==> src/rtl/flash_loader_pkg.sv <==
// rtl/flash_loader_pkg.sv - shared types and constants for the SPI flash game-image streamer
// The optional wake sequence states exist only when SPI_FLASH_WAKE_EN is defined.
package flash_loader_pkg;

    localparam int BYTE_CNT_W = 23;

    localparam logic [7:0] FLASH_CMD_READ = 8'h03;
    localparam logic [7:0] FLASH_CMD_WAKE = 8'hAB;

    typedef enum logic [2:0] {
        ST_IDLE,
`ifdef SPI_FLASH_WAKE_EN
        ST_WAKE,
        ST_WAKE_GAP,
`endif
        ST_CMD,
        ST_DATA,
        ST_END
    } flash_state_t;

endpackage

==> src/rtl/spi_flash_streamer_if.sv <==
// rtl/spi_flash_streamer_if.sv - SPI NOR flash pin bundle (streamer drives, flash answers)
interface spi_flash_streamer_if;

    logic spi_cs_n;
    logic spi_sck;
    logic spi_mosi;
    logic spi_miso;

    modport master (
        output spi_cs_n,
        output spi_sck,
        output spi_mosi,
        input  spi_miso
    );

    modport slave (
        input  spi_cs_n,
        input  spi_sck,
        input  spi_mosi,
        output spi_miso
    );

endinterface

==> src/rtl/spi_byte_engine.sv <==
// rtl/spi_byte_engine.sv - SCK divider plus 8-bit full-duplex SPI mode-0 shifter
// Holding go high at the last falling edge chains the next byte with no SCK gap.
module spi_byte_engine #(
    parameter int unsigned CLK_DIV = 2
) (
    input  logic       clk,
    input  logic       reset,
    input  logic       go,
    input  logic       abort,
    input  logic       rx_en,
    input  logic [7:0] tx_byte,
    input  logic       miso,
    output logic       done,
    output logic [7:0] rx_byte,
    output logic       sck,
    output logic       mosi
);

    localparam logic [7:0] PHASE_LAST = 8'(CLK_DIV - 1);

    logic       active;
    logic [7:0] div_cnt;
    logic [2:0] bit_cnt;
    logic [7:0] tx_sr;
    logic [6:0] rx_sr;
    logic       phase_end;

    assign phase_end = active && (div_cnt == PHASE_LAST);
    assign mosi      = tx_sr[7];

    always_ff @(posedge clk) begin
        if (!reset) begin
            active  <= 1'b0;
            div_cnt <= '0;
            bit_cnt <= '0;
            tx_sr   <= '0;
            rx_sr   <= '0;
            rx_byte <= '0;
            sck     <= 1'b0;
            done    <= 1'b0;
        end else begin
            done <= 1'b0;
            if (abort) begin
                active  <= 1'b0;
                sck     <= 1'b0;
                div_cnt <= '0;
                bit_cnt <= '0;
                tx_sr   <= '0;
            end else if (!active) begin
                if (go) begin
                    active  <= 1'b1;
                    div_cnt <= '0;
                    bit_cnt <= '0;
                    tx_sr   <= tx_byte;
                end
            end else if (!phase_end) begin
                div_cnt <= div_cnt + 8'd1;
            end else begin
                div_cnt <= '0;
                sck     <= !sck;
                if (!sck) begin
                    // Rising edge: MISO is captured in the cycle that raises SCK.
                    rx_sr <= {rx_sr[5:0], miso};
                    if (bit_cnt == 3'd7) begin
                        done <= 1'b1;
                        if (rx_en) begin
                            rx_byte <= {rx_sr, miso};
                        end
                    end
                end else if (bit_cnt == 3'd7) begin
                    bit_cnt <= '0;
                    if (go) begin
                        tx_sr <= tx_byte;
                    end else begin
                        active <= 1'b0;
                        tx_sr  <= '0;
                    end
                end else begin
                    bit_cnt <= bit_cnt + 3'd1;
                    tx_sr   <= {tx_sr[6:0], 1'b0};
                end
            end
        end
    end

endmodule

==> src/rtl/spi_flash_streamer.sv <==
// rtl/spi_flash_streamer.sv - streams an iNES image from SPI NOR flash as byte strobes
// Optional flash wake-up (0xAB plus idle gap) is built in when SPI_FLASH_WAKE_EN is defined.
module spi_flash_streamer
    import flash_loader_pkg::*;
#(
    parameter int unsigned            CLK_DIV    = 2,
    parameter logic [23:0]            FLASH_BASE = 24'h10_0000,
    parameter logic [BYTE_CNT_W-1:0]  MAX_BYTES  = 23'h40_0010
`ifdef SPI_FLASH_WAKE_EN
    , parameter int unsigned          WAKE_WAIT  = 200
`endif
) (
    input  logic                  clk,
    input  logic                  reset,
    input  logic                  start,
    input  logic                  stop,
    spi_flash_streamer_if.master  spi,
    output logic [7:0]            out_data,
    output logic                  out_strobe,
    output logic                  busy,
    output logic                  finished
);

    localparam logic [BYTE_CNT_W-1:0] LAST_IDX = MAX_BYTES - 23'd1;
`ifdef SPI_FLASH_WAKE_EN
    localparam flash_state_t FIRST_ST = ST_WAKE;
    localparam logic [15:0]  GAP_LAST = 16'(WAKE_WAIT - 1);
`else
    localparam flash_state_t FIRST_ST = ST_CMD;
`endif

    flash_state_t state, state_d;

    logic                  cs_n;
    logic                  cs_active;
    logic [31:0]           cmd_sr;
    logic [1:0]            cmd_cnt;
    logic [BYTE_CNT_W-1:0] byte_cnt;
    logic                  last_byte;
    logic                  eng_go;
    logic                  eng_abort;
    logic                  eng_rx_en;
    logic [7:0]            eng_tx;
    logic                  eng_done;
    logic                  eng_sck;
    logic                  eng_mosi;
`ifdef SPI_FLASH_WAKE_EN
    logic [15:0]           gap_cnt;
`endif

    spi_byte_engine #(
        .CLK_DIV (CLK_DIV)
    ) u_engine (
        .clk     (clk),
        .reset   (reset),
        .go      (eng_go),
        .abort   (eng_abort),
        .rx_en   (eng_rx_en),
        .tx_byte (eng_tx),
        .miso    (spi.spi_miso),
        .done    (eng_done),
        .rx_byte (out_data),
        .sck     (eng_sck),
        .mosi    (eng_mosi)
    );

    assign spi.spi_cs_n = cs_n;
    assign spi.spi_sck  = eng_sck;
    assign spi.spi_mosi = eng_mosi;

    // Terminal compare on the pre-increment count so the counter never wraps.
    assign last_byte = (byte_cnt == LAST_IDX);

    always_ff @(posedge clk) begin
        if (!reset) begin
            state <= ST_IDLE;
        end else begin
            state <= state_d;
        end
    end

    always_comb begin
        state_d    = state;
        eng_go     = 1'b0;
        eng_abort  = 1'b0;
        eng_rx_en  = 1'b0;
        eng_tx     = 8'h00;
        cs_active  = 1'b0;
        out_strobe = 1'b0;
        unique case (state)
            ST_IDLE: begin
                eng_abort = 1'b1;
                if (start) begin
                    state_d = (MAX_BYTES == '0) ? ST_END : FIRST_ST;
                end
            end
`ifdef SPI_FLASH_WAKE_EN
            ST_WAKE: begin
                cs_active = 1'b1;
                eng_go    = !eng_done;
                eng_tx    = FLASH_CMD_WAKE;
                if (eng_done) begin
                    state_d = ST_WAKE_GAP;
                end
            end
            ST_WAKE_GAP: begin
                eng_abort = 1'b1;
                if (gap_cnt == GAP_LAST) begin
                    state_d = ST_CMD;
                end
            end
`endif
            ST_CMD: begin
                cs_active = 1'b1;
                eng_go    = 1'b1;
                // With CLK_DIV=1 the reload edge falls at the end of the done cycle,
                // before cmd_sr has shifted, so present the following byte early.
                eng_tx    = eng_done ? cmd_sr[23:16] : cmd_sr[31:24];
                if (eng_done && (cmd_cnt == 2'd3)) begin
                    state_d = ST_DATA;
                end
            end
            ST_DATA: begin
                cs_active  = 1'b1;
                eng_rx_en  = 1'b1;
                out_strobe = eng_done;
                eng_go     = !(eng_done && (last_byte || stop));
                if (eng_done && (last_byte || stop)) begin
                    state_d = ST_END;
                end
            end
            ST_END: begin
                eng_abort = 1'b1;
                state_d   = ST_IDLE;
            end
            default: begin
                state_d = ST_IDLE;
            end
        endcase
    end

    always_ff @(posedge clk) begin
        if (!reset) begin
            cs_n     <= 1'b1;
            busy     <= 1'b0;
            finished <= 1'b0;
            cmd_sr   <= '0;
            cmd_cnt  <= '0;
            byte_cnt <= '0;
        end else begin
            cs_n <= !cs_active;
            if ((state == ST_IDLE) && start) begin
                busy     <= 1'b1;
                finished <= 1'b0;
                cmd_sr   <= {FLASH_CMD_READ, FLASH_BASE};
                cmd_cnt  <= '0;
                byte_cnt <= '0;
            end
            if (state == ST_END) begin
                busy     <= 1'b0;
                finished <= 1'b1;
            end
            if ((state == ST_CMD) && eng_done) begin
                cmd_sr  <= {cmd_sr[23:0], 8'h00};
                cmd_cnt <= cmd_cnt + 2'd1;
            end
            if (out_strobe) begin
                byte_cnt <= byte_cnt + 23'd1;
            end
        end
    end

`ifdef SPI_FLASH_WAKE_EN
    always_ff @(posedge clk) begin
        if (!reset) begin
            gap_cnt <= '0;
        end else if (state == ST_WAKE_GAP) begin
            gap_cnt <= gap_cnt + 16'd1;
        end else begin
            gap_cnt <= '0;
        end
    end
`endif

endmodule
==> src/flat_wrapper.sv <==
// flat-port wrapper written by rule: the top's interface ports become plain ports
module spi_flash_streamer_flat import flash_loader_pkg::*;
#(
    parameter int unsigned            CLK_DIV    = 2,
    parameter logic [23:0]            FLASH_BASE = 24'h10_0000,
    parameter logic [BYTE_CNT_W-1:0]  MAX_BYTES  = 23'h40_0010

)
  (clk, reset, start, stop, out_data, out_strobe, busy, finished, spi_spi_cs_n, spi_spi_sck, spi_spi_mosi, spi_spi_miso);
  spi_flash_streamer_if spi_i ();
  input  logic clk;
  input  logic reset;
  input  logic start;
  input  logic stop;
  output logic [7:0] out_data;
  output logic out_strobe;
  output logic busy;
  output logic finished;
  output wire logic [$bits(spi_i.spi_cs_n)-1:0] spi_spi_cs_n;
  output wire logic [$bits(spi_i.spi_sck)-1:0] spi_spi_sck;
  output wire logic [$bits(spi_i.spi_mosi)-1:0] spi_spi_mosi;
  input wire logic [$bits(spi_i.spi_miso)-1:0] spi_spi_miso;
  assign spi_spi_cs_n = spi_i.spi_cs_n;
  assign spi_spi_sck = spi_i.spi_sck;
  assign spi_spi_mosi = spi_i.spi_mosi;
  assign spi_i.spi_miso = spi_spi_miso;
  spi_flash_streamer #(.CLK_DIV(CLK_DIV), .FLASH_BASE(FLASH_BASE), .MAX_BYTES(MAX_BYTES)) u_core (.clk(clk), .reset(reset), .start(start), .stop(stop), .spi(spi_i), .out_data(out_data), .out_strobe(out_strobe), .busy(busy), .finished(finished));
endmodule
==> config.mk <==
export PLATFORM = sky130hd
export DESIGN_NAME = spi_flash_streamer_flat
export DESIGN_NICKNAME = d
export VERILOG_FILES = /design/src/rtl/flash_loader_pkg.sv /design/src/rtl/spi_flash_streamer_if.sv /design/src/rtl/spi_byte_engine.sv /design/src/rtl/spi_flash_streamer.sv /design/src/flat_wrapper.sv
export SDC_FILE = /design/constraint.sdc
export NUM_CORES = 1
export LEC_CHECK = 0
export CORE_UTILIZATION = 35
export DETAILED_ROUTE_END_ITERATION = 8
export SLEW_MARGIN = 0
export SYNTH_ARGS = -nofsm -noshare
export SYNTH_HDL_FRONTEND = slang
export SYNTH_SLANG_ARGS = --single-unit
==> constraint.sdc <==
create_clock -name clk -period 2.3 [get_ports clk]
set_input_delay 0.46 -clock clk [delete_from_list [all_inputs] [get_ports clk]]
set_output_delay 0.46 -clock clk [all_outputs]
set_load 0.005 [all_outputs]
== Yosys cells after proc, flatten, opt, wreduce, memory -nomap -nowiden ==
Index checks and enable logic that the tools add are counted.

* Muxes and demuxes: 39
* $add $sub $neg: 4
* Equal/unequal tests: 12
* Bitwise operators: 5
* Reduce and logical (&&, ||, !) cells: 24

{| class="wikitable"
|+ Operators with widths
! kind !! number
|-
| two-way mux 8 bit || 11
|-
| two-way mux 32 bit || 2
|-
| two-way mux 23 bit || 2
|-
| two-way mux 3 bit || 8
|-
| adder 23 x 1 -> 23 bit (second input constant) || 1
|-
| == test 23 bit (second input constant) || 1
|-
| two-way mux 1 bit || 12
|-
| one-hot mux 3 bit (3 select lines) || 1
|-
| adder 8 x 1 -> 8 bit (second input constant) || 1
|-
| == test 8 x 1 -> 1 bit (second input constant) || 1
|-
| nonzero test 2 bit || 4
|-
| OR reduction 2 bit || 4
|-
| == test 3 x 2 -> 1 bit (second input constant) || 2
|-
| inequality test 2 x 1 -> 1 bit (second input constant) || 3
|-
| AND reduction 3 bit || 2
|-
| AND reduction 6 bit || 1
|-
| logical AND 1 bit || 5
|-
| NOT 1 bit || 5
|-
| OR reduction 5 bit || 1
|-
| two-way mux 2 bit || 2
|-
| inequality test 2 bit (second input constant) || 2
|-
| AND reduction 4 bit || 1
|-
| adder 3 x 1 -> 3 bit (second input constant) || 1
|-
| == test 3 x 1 -> 1 bit (second input constant) || 1
|-
| 8 further kinds || 10
|}

* Output and inout bits: 14
* Flip-flop bits (word level): 92
* Input port bits: 5

== Depth between registers and ports, before layout ==
* Depth after elaboration: 10
* Gate-level depth with buffers: 9
* Mapped depth without buffers: 8

== Cells and area by module ==
A second synthesis with hierarchy kept.

* Cells, all modules: 369
* Area total of the unflattened synthesis: 3482.1 um^2

{| class="wikitable"
|+ By module, submodules not included
! module !! cells each !! times used !! area each (um^2) !! seq. area each (um^2)
|-
| spi_flash_streamer || 195 || 1 || 1757.9 || 640.6
|-
| spi_byte_engine || 174 || 1 || 1724.2 || 740.7
|}

== Worst setup path before layout ==
No wires, ideal clock.

* Path type: flip-flop to flip-flop
* Start point: register u_core.u_engine.div_cnt[0]
* End point: register u_core.u_engine.rx_byte[2]
* Setup time: 128 ps
* Required time: 2172 ps
* Period minus slack after synthesis: 2075 ps
* Cell stages (with the launch flop): 8
* Path slack: 225 ps
* Data arrival time: 1947 ps
* Path buffers: 1
* Cell sequence: dfxtp_1 -> ha_1 -> or4b_4 -> or3_1 -> buf_2 -> nor2_8 -> mux2i_1 -> nor2_1

* Longest elaborated chain between the ends: 3

{| class="wikitable"
|+ RTL lines
! element !! RTL line !! RTL
|-
| start, declared || spi_byte_engine.sv:22 || <nowiki>logic [7:0] div_cnt;</nowiki>
|-
| start signal, assigned || spi_byte_engine.sv:57 || <nowiki>div_cnt <= div_cnt + 8'd1;</nowiki>
|-
| == test 8 x 1 -> 1 bit || spi_byte_engine.sv:28 || <nowiki>assign phase_end = active && (div_cnt == PHASE_LAST);</nowiki>
|-
| logical AND 1 bit || spi_byte_engine.sv:28 ||
|-
| AND reduction 6 bit (no source line) || -- ||
|-
| end signal, assigned || spi_byte_engine.sv:67 || <nowiki>rx_byte <= {rx_sr, miso};</nowiki>
|-
| end, declared || spi_byte_engine.sv:14 || <nowiki>output logic [7:0] rx_byte,</nowiki>
|}

No other way between the ends.
A chain may end at the register's enable or synchronous reset.

== Worst setup path in the final report ==
* Start point: register u_core.u_engine.div_cnt[0]
* End point: register u_core.u_engine.rx_byte[0]

Same word-level chain as after synthesis.

==> results list <==
* Run status: finished clean
* Number of placed cells counting well taps: 488
* Average detailed-routed wire length per instance: 13.7 um
- Counting every instance in the synthesized netlist gives 363.
- Critical path buffer and inverter count: 0
* Post-synthesis instance area: 3230 um2
* Layout cell share with drive strength beyond 1: 11.4%
- After synthesis, the largest area contributor takes up 42.7% of total cell area.
- WP depth: 6
- Std-Cell Rows: 34
- Slew @ Worst Pin: 0.468 ns
* Total half-perimeter wirelength after legalization and detailed placement: 4.86 mm
- Critical Path Source Type: flip-flop
* Hold buffers post-CTS: 0
* Port buffer count: 18
* Starting density of the core: 36.5%
- Hold Path Origin: u_core.u_engine.bit_cnt[2]
- Final number of setup-violating endpoints: 0
- Proportion of synthesized chip area in sequential cells: 42.7%
- Sequential cell area: 1380 um2
* Largest net degree at the start of global routing: 37
- Vias after detailed routing: 2,727
- Broken down by cell family, the worst path's largest delay share belongs to simple AND/OR/NAND/NOR gates.
- Top cells by area, synth: sky130_fd_sc_hd__dfxtp_1 43%, sky130_fd_sc_hd__mux2i_1 6.5%, sky130_fd_sc_hd__nand2_1 4.6%
- Compared with the post-synthesis result, the final layout area differs by 16.7%.
* Fraction of power consumed by sequential logic: 44.8%
- Cell internal power was estimated by the tool at 1.98 mW.
* Final Core Density: 42.6%
- Iteration-0 DRC count of the detailed router: 149
* Async SR Flop Fraction: 0%
- Setup crit end kind: flip-flop
- Final cell count without fillers: 504
* End point of the worst hold path: u_core.u_engine.bit_cnt[2]
* Share of the clock period used by the worst path: 94.6%
- Die ar.: 9630 um2
- Max-capacitance violation count: 0
- TritonCTS built the clock tree.
- The number of antenna diodes in the final layout is 0.
* CTS clk-pin slew, worst paths: 0.07 ns
- Number of global-route vias before repair: 2,569
* R2R Path End: u_core.u_engine.rx_byte[0]
- After filler insertion, the fill cell instance count of the layout stands at 932.
- The floorplan step defined a core boundary enclosing 8850 um2.
- Combined area of the multi-input logic cells: 1710 um2
- Peak supply drop: 511 uV
- Cell depth of the worst hold path: 2
- Count of final max-slew check failures: 0
- Using the TritonRoute via totals, the vias-per-cell ratio works out to 5.41.
- Arr. time, crit path: 2.39 ns
- Final worst path period need: 2.18 ns
* Total routed wirelength: 6.89 mm
* Static leakage power: 1.41 nW
- In this design, the stage delay of the slowest critical-path cell is 0.50 ns.
- Crit path max fanout: 8
- Startpoint of the worst register-to-register path: u_core.u_engine.div_cnt[0]
* 1st-pass router iterations: 4
- On the final layout, the worst clock skew is 0.0122 ns.
- Number of placed I/O pins: 19
* CTS Buf Count: 9
- Number of warnings issued by yosys: 0
- Each instance of the synthesized netlist takes up on average 8.91 um2.
- Fraction of power spent switching nets: 30.2%
* Hold Vio Cnt, Final: 0
- Share of power burned in the clock network: 34.0%
- Walking the worst path, the cells encountered are ha_1, or4b_4, or3_1, nor2_8, mux2i_1, nor2_1.
* Max frequency: 0.460 GHz
* RSZ-0062 raised after global routing: no
- CTS H-Tree Depth: 3
- Most instantiated library cell after synthesis: sky130_fd_sc_hd__dfxtp_1
- Number of library cell types mapped by synthesis: 64
* Total Neg Setup Slack: 0 ns
- In this run the post-CTS setup repair buffer count came out at 0.
* Antenna violations before repair: 0
- Most used flip-flop cell after synthesis: sky130_fd_sc_hd__dfxtp_1
- Counting every sink on the clock net gives 69.
- The setup check on the worst reg-to-reg path leaves a slack of 0.12 ns.
* Routed Antenna Nets: 0
* Synth top cells by count: 69 x sky130_fd_sc_hd__dfxtp_1, 40 x sky130_fd_sc_hd__nand2_1, 38 x sky130_fd_sc_hd__nor2_1, 21 x sky130_fd_sc_hd__mux2i_1, 20 x sky130_fd_sc_hd__a21oi_1
- Logic pwr share: 21.1%
- In this run the vertical extent of the chip is 98.1 um.
- Cell type contributing the most total cell area after synthesis: sky130_fd_sc_hd__dfxtp_1
* Worst setup path category: flip-flop to flip-flop
- In this run the power spent charging and discharging nets is 858 uW.
- The longest clock path from root to sink contains 2 buffers.
- Pwr dens: 753 nW/um2
- In this run the tightest slew margin relative to its limit is 68.6%.
- Required arrival time at the worst endpoint: 2.52 ns
- Critical Path Slowest Stage Cell: sky130_fd_sc_hd__or3_1
- Number of enable-type register cells in the synthesized netlist: 0
- Net total in the final layout: 406
* Grt ovf: 0
* Reg2Reg Depth: 6
* Gp weighted congestion: 0.743
* Root buffer cell: sky130_fd_sc_hd__clkbuf_8
* CTS-repair resized insts: 0
- Net count after synthesis: 378
* Register bit count reported by yosys: 69
- Class of the most critical hold timing path: flip-flop to flip-flop
- Total global-route track usage: 15.0%
* Residual DRC: 0
* Wire length of the first global-routing pass: 11.8 mm
- Chip Width: 98.1 um
- Clock latency of the later-clocked register in the worst-skew pair: 0.34 ns
==> worst reg2reg max path: stages (launching register included) <==
cell and delay, ns:
sky130_fd_sc_hd__dfxtp_1 0.39, sky130_fd_sc_hd__ha_1 0.16, sky130_fd_sc_hd__or4b_4 0.49, sky130_fd_sc_hd__or3_1 0.50, sky130_fd_sc_hd__nor2_8 0.22, sky130_fd_sc_hd__mux2i_1 0.23
sky130_fd_sc_hd__nor2_1 0.06
==> per-stage QoR <==
stage                     hold slack [ns]  power [mW]  cell area (um2)  setup slack (ns)
after floorplan                     0.425        1.70             3230             0.225
after global placement              0.444        1.89             3580             0.142
after detailed placement            0.456        1.89             3580            0.0818
after CTS                           0.467        2.85             3770            0.0668
after global routing                0.487        2.99             3770            0.0205
final                               0.469        2.84             3770             0.124
==> power by group through the flow <==
stage          Clock, mW  Sequential [mW]  Combinational, mW
2_1_floorplan          0             1.29              0.411
3_3_place_gp           0             1.30              0.593
3_5_place_dp           0             1.30              0.593
4_1_cts            0.985             1.27              0.595
5_1_grt             1.04             1.28              0.667
6_report           0.968             1.27              0.600
==> routing by layer <==
metal | up-vias | wire (um) | global-route usage [%]
met1 | 1287 | 3450 | 19.9
met2 | 47 | 3040 | 23.1
li1 | 1377 | - | -
met3 | 16 | 194 | 3.08
met4 | 0 | 202 | 7.58
met5 | - | 0 | 0
==> logic make-up after synthesis <==
| logic type | Yosys count | share of synthesized area [%] |
|---|---|---|
| flops | 69 | 42.7 |
| fa+ha+maj | 10 | 3.87 |
| mux | 22 | 6.85 |
| xor+xnor | 7 | 1.90 |
| buf+inv | 30 | 4.30 |
| compound gates | 77 | 16.0 |
| simple gates | 148 | 24.3 |
==> cell type report <==
| cell class | instances | area share [%] |
|---|---|---|
| clock buffer | 12 | 3.85 |
| clock inverter | 4 | 1.26 |
| inverter | 13 | 1.29 |
| multi-input combinational | 264 | 45.4 |
| sequential | 69 | 36.7 |
| tap | 108 | 3.58 |
| timing repair buffer | 34 | 7.96 |
==> cell usage in the layout, fill, tap and decap left out, types with 3 or more instances in the layout <==
| master | instances |
|---|---|
| sky130_fd_sc_hd__o21ai_0 | 14 |
| sky130_fd_sc_hd__nand3b_1 | 3 |
| sky130_fd_sc_hd__nand4b_1 | 3 |
| sky130_fd_sc_hd__and3_1 | 6 |
| sky130_fd_sc_hd__or4_1 | 4 |
| sky130_fd_sc_hd__buf_4 | 16 |
| sky130_fd_sc_hd__nor3_1 | 8 |
| sky130_fd_sc_hd__inv_1 | 11 |
| sky130_fd_sc_hd__ha_1 | 10 |
| sky130_fd_sc_hd__nand3_1 | 13 |
| sky130_fd_sc_hd__clkbuf_8 | 10 |
| sky130_fd_sc_hd__mux2i_1 | 21 |
| sky130_fd_sc_hd__xor2_1 | 3 |
| sky130_fd_sc_hd__a311oi_1 | 4 |
| sky130_fd_sc_hd__nor4_1 | 6 |
| sky130_fd_sc_hd__or3_1 | 5 |
| sky130_fd_sc_hd__nor2_1 | 38 |
| sky130_fd_sc_hd__a21oi_1 | 20 |
| sky130_fd_sc_hd__o22ai_1 | 4 |
| sky130_fd_sc_hd__nand2_1 | 40 |
| sky130_fd_sc_hd__o211ai_1 | 4 |
| sky130_fd_sc_hd__a41oi_1 | 3 |
| sky130_fd_sc_hd__clkdlybuf4s50_1 | 18 |
| sky130_fd_sc_hd__dfxtp_1 | 68 |
| sky130_fd_sc_hd__a21boi_0 | 3 |
| sky130_fd_sc_hd__nand2b_1 | 5 |
| sky130_fd_sc_hd__xnor2_1 | 4 |
==> flip-flops by register name, indices dropped and copies added (netlist names), 2 cells and up <==
name and count:
u_core.cmd_cnt 2, u_core.state 2, u_core.u_engine.tx_sr 8, u_core.u_engine.rx_byte 8, u_core.u_engine.bit_cnt 3, u_core.u_engine.rx_sr 7
u_core.u_engine.div_cnt 8, u_core.cmd_sr 2, u_core.byte_cnt 23
==> worst max path at each step <==
stage	slack, ns	start	to
finish	0.12	u_core.u_engine.div_cnt[0]	u_core.u_engine.rx_byte[0]
floorplan	0.23	u_core.u_engine.div_cnt[0]	u_core.u_engine.rx_byte[2]
global placement	0.14	stop	u_core.u_engine.div_cnt[4]
global route	0.02	u_core.u_engine.div_cnt[0]	u_core.u_engine.rx_byte[4]
detailed placement	0.08	stop	u_core.u_engine.div_cnt[4]
CTS	0.07	u_core.state[0]	out_strobe
Note: power is estimated with default switching activity, not from simulation.
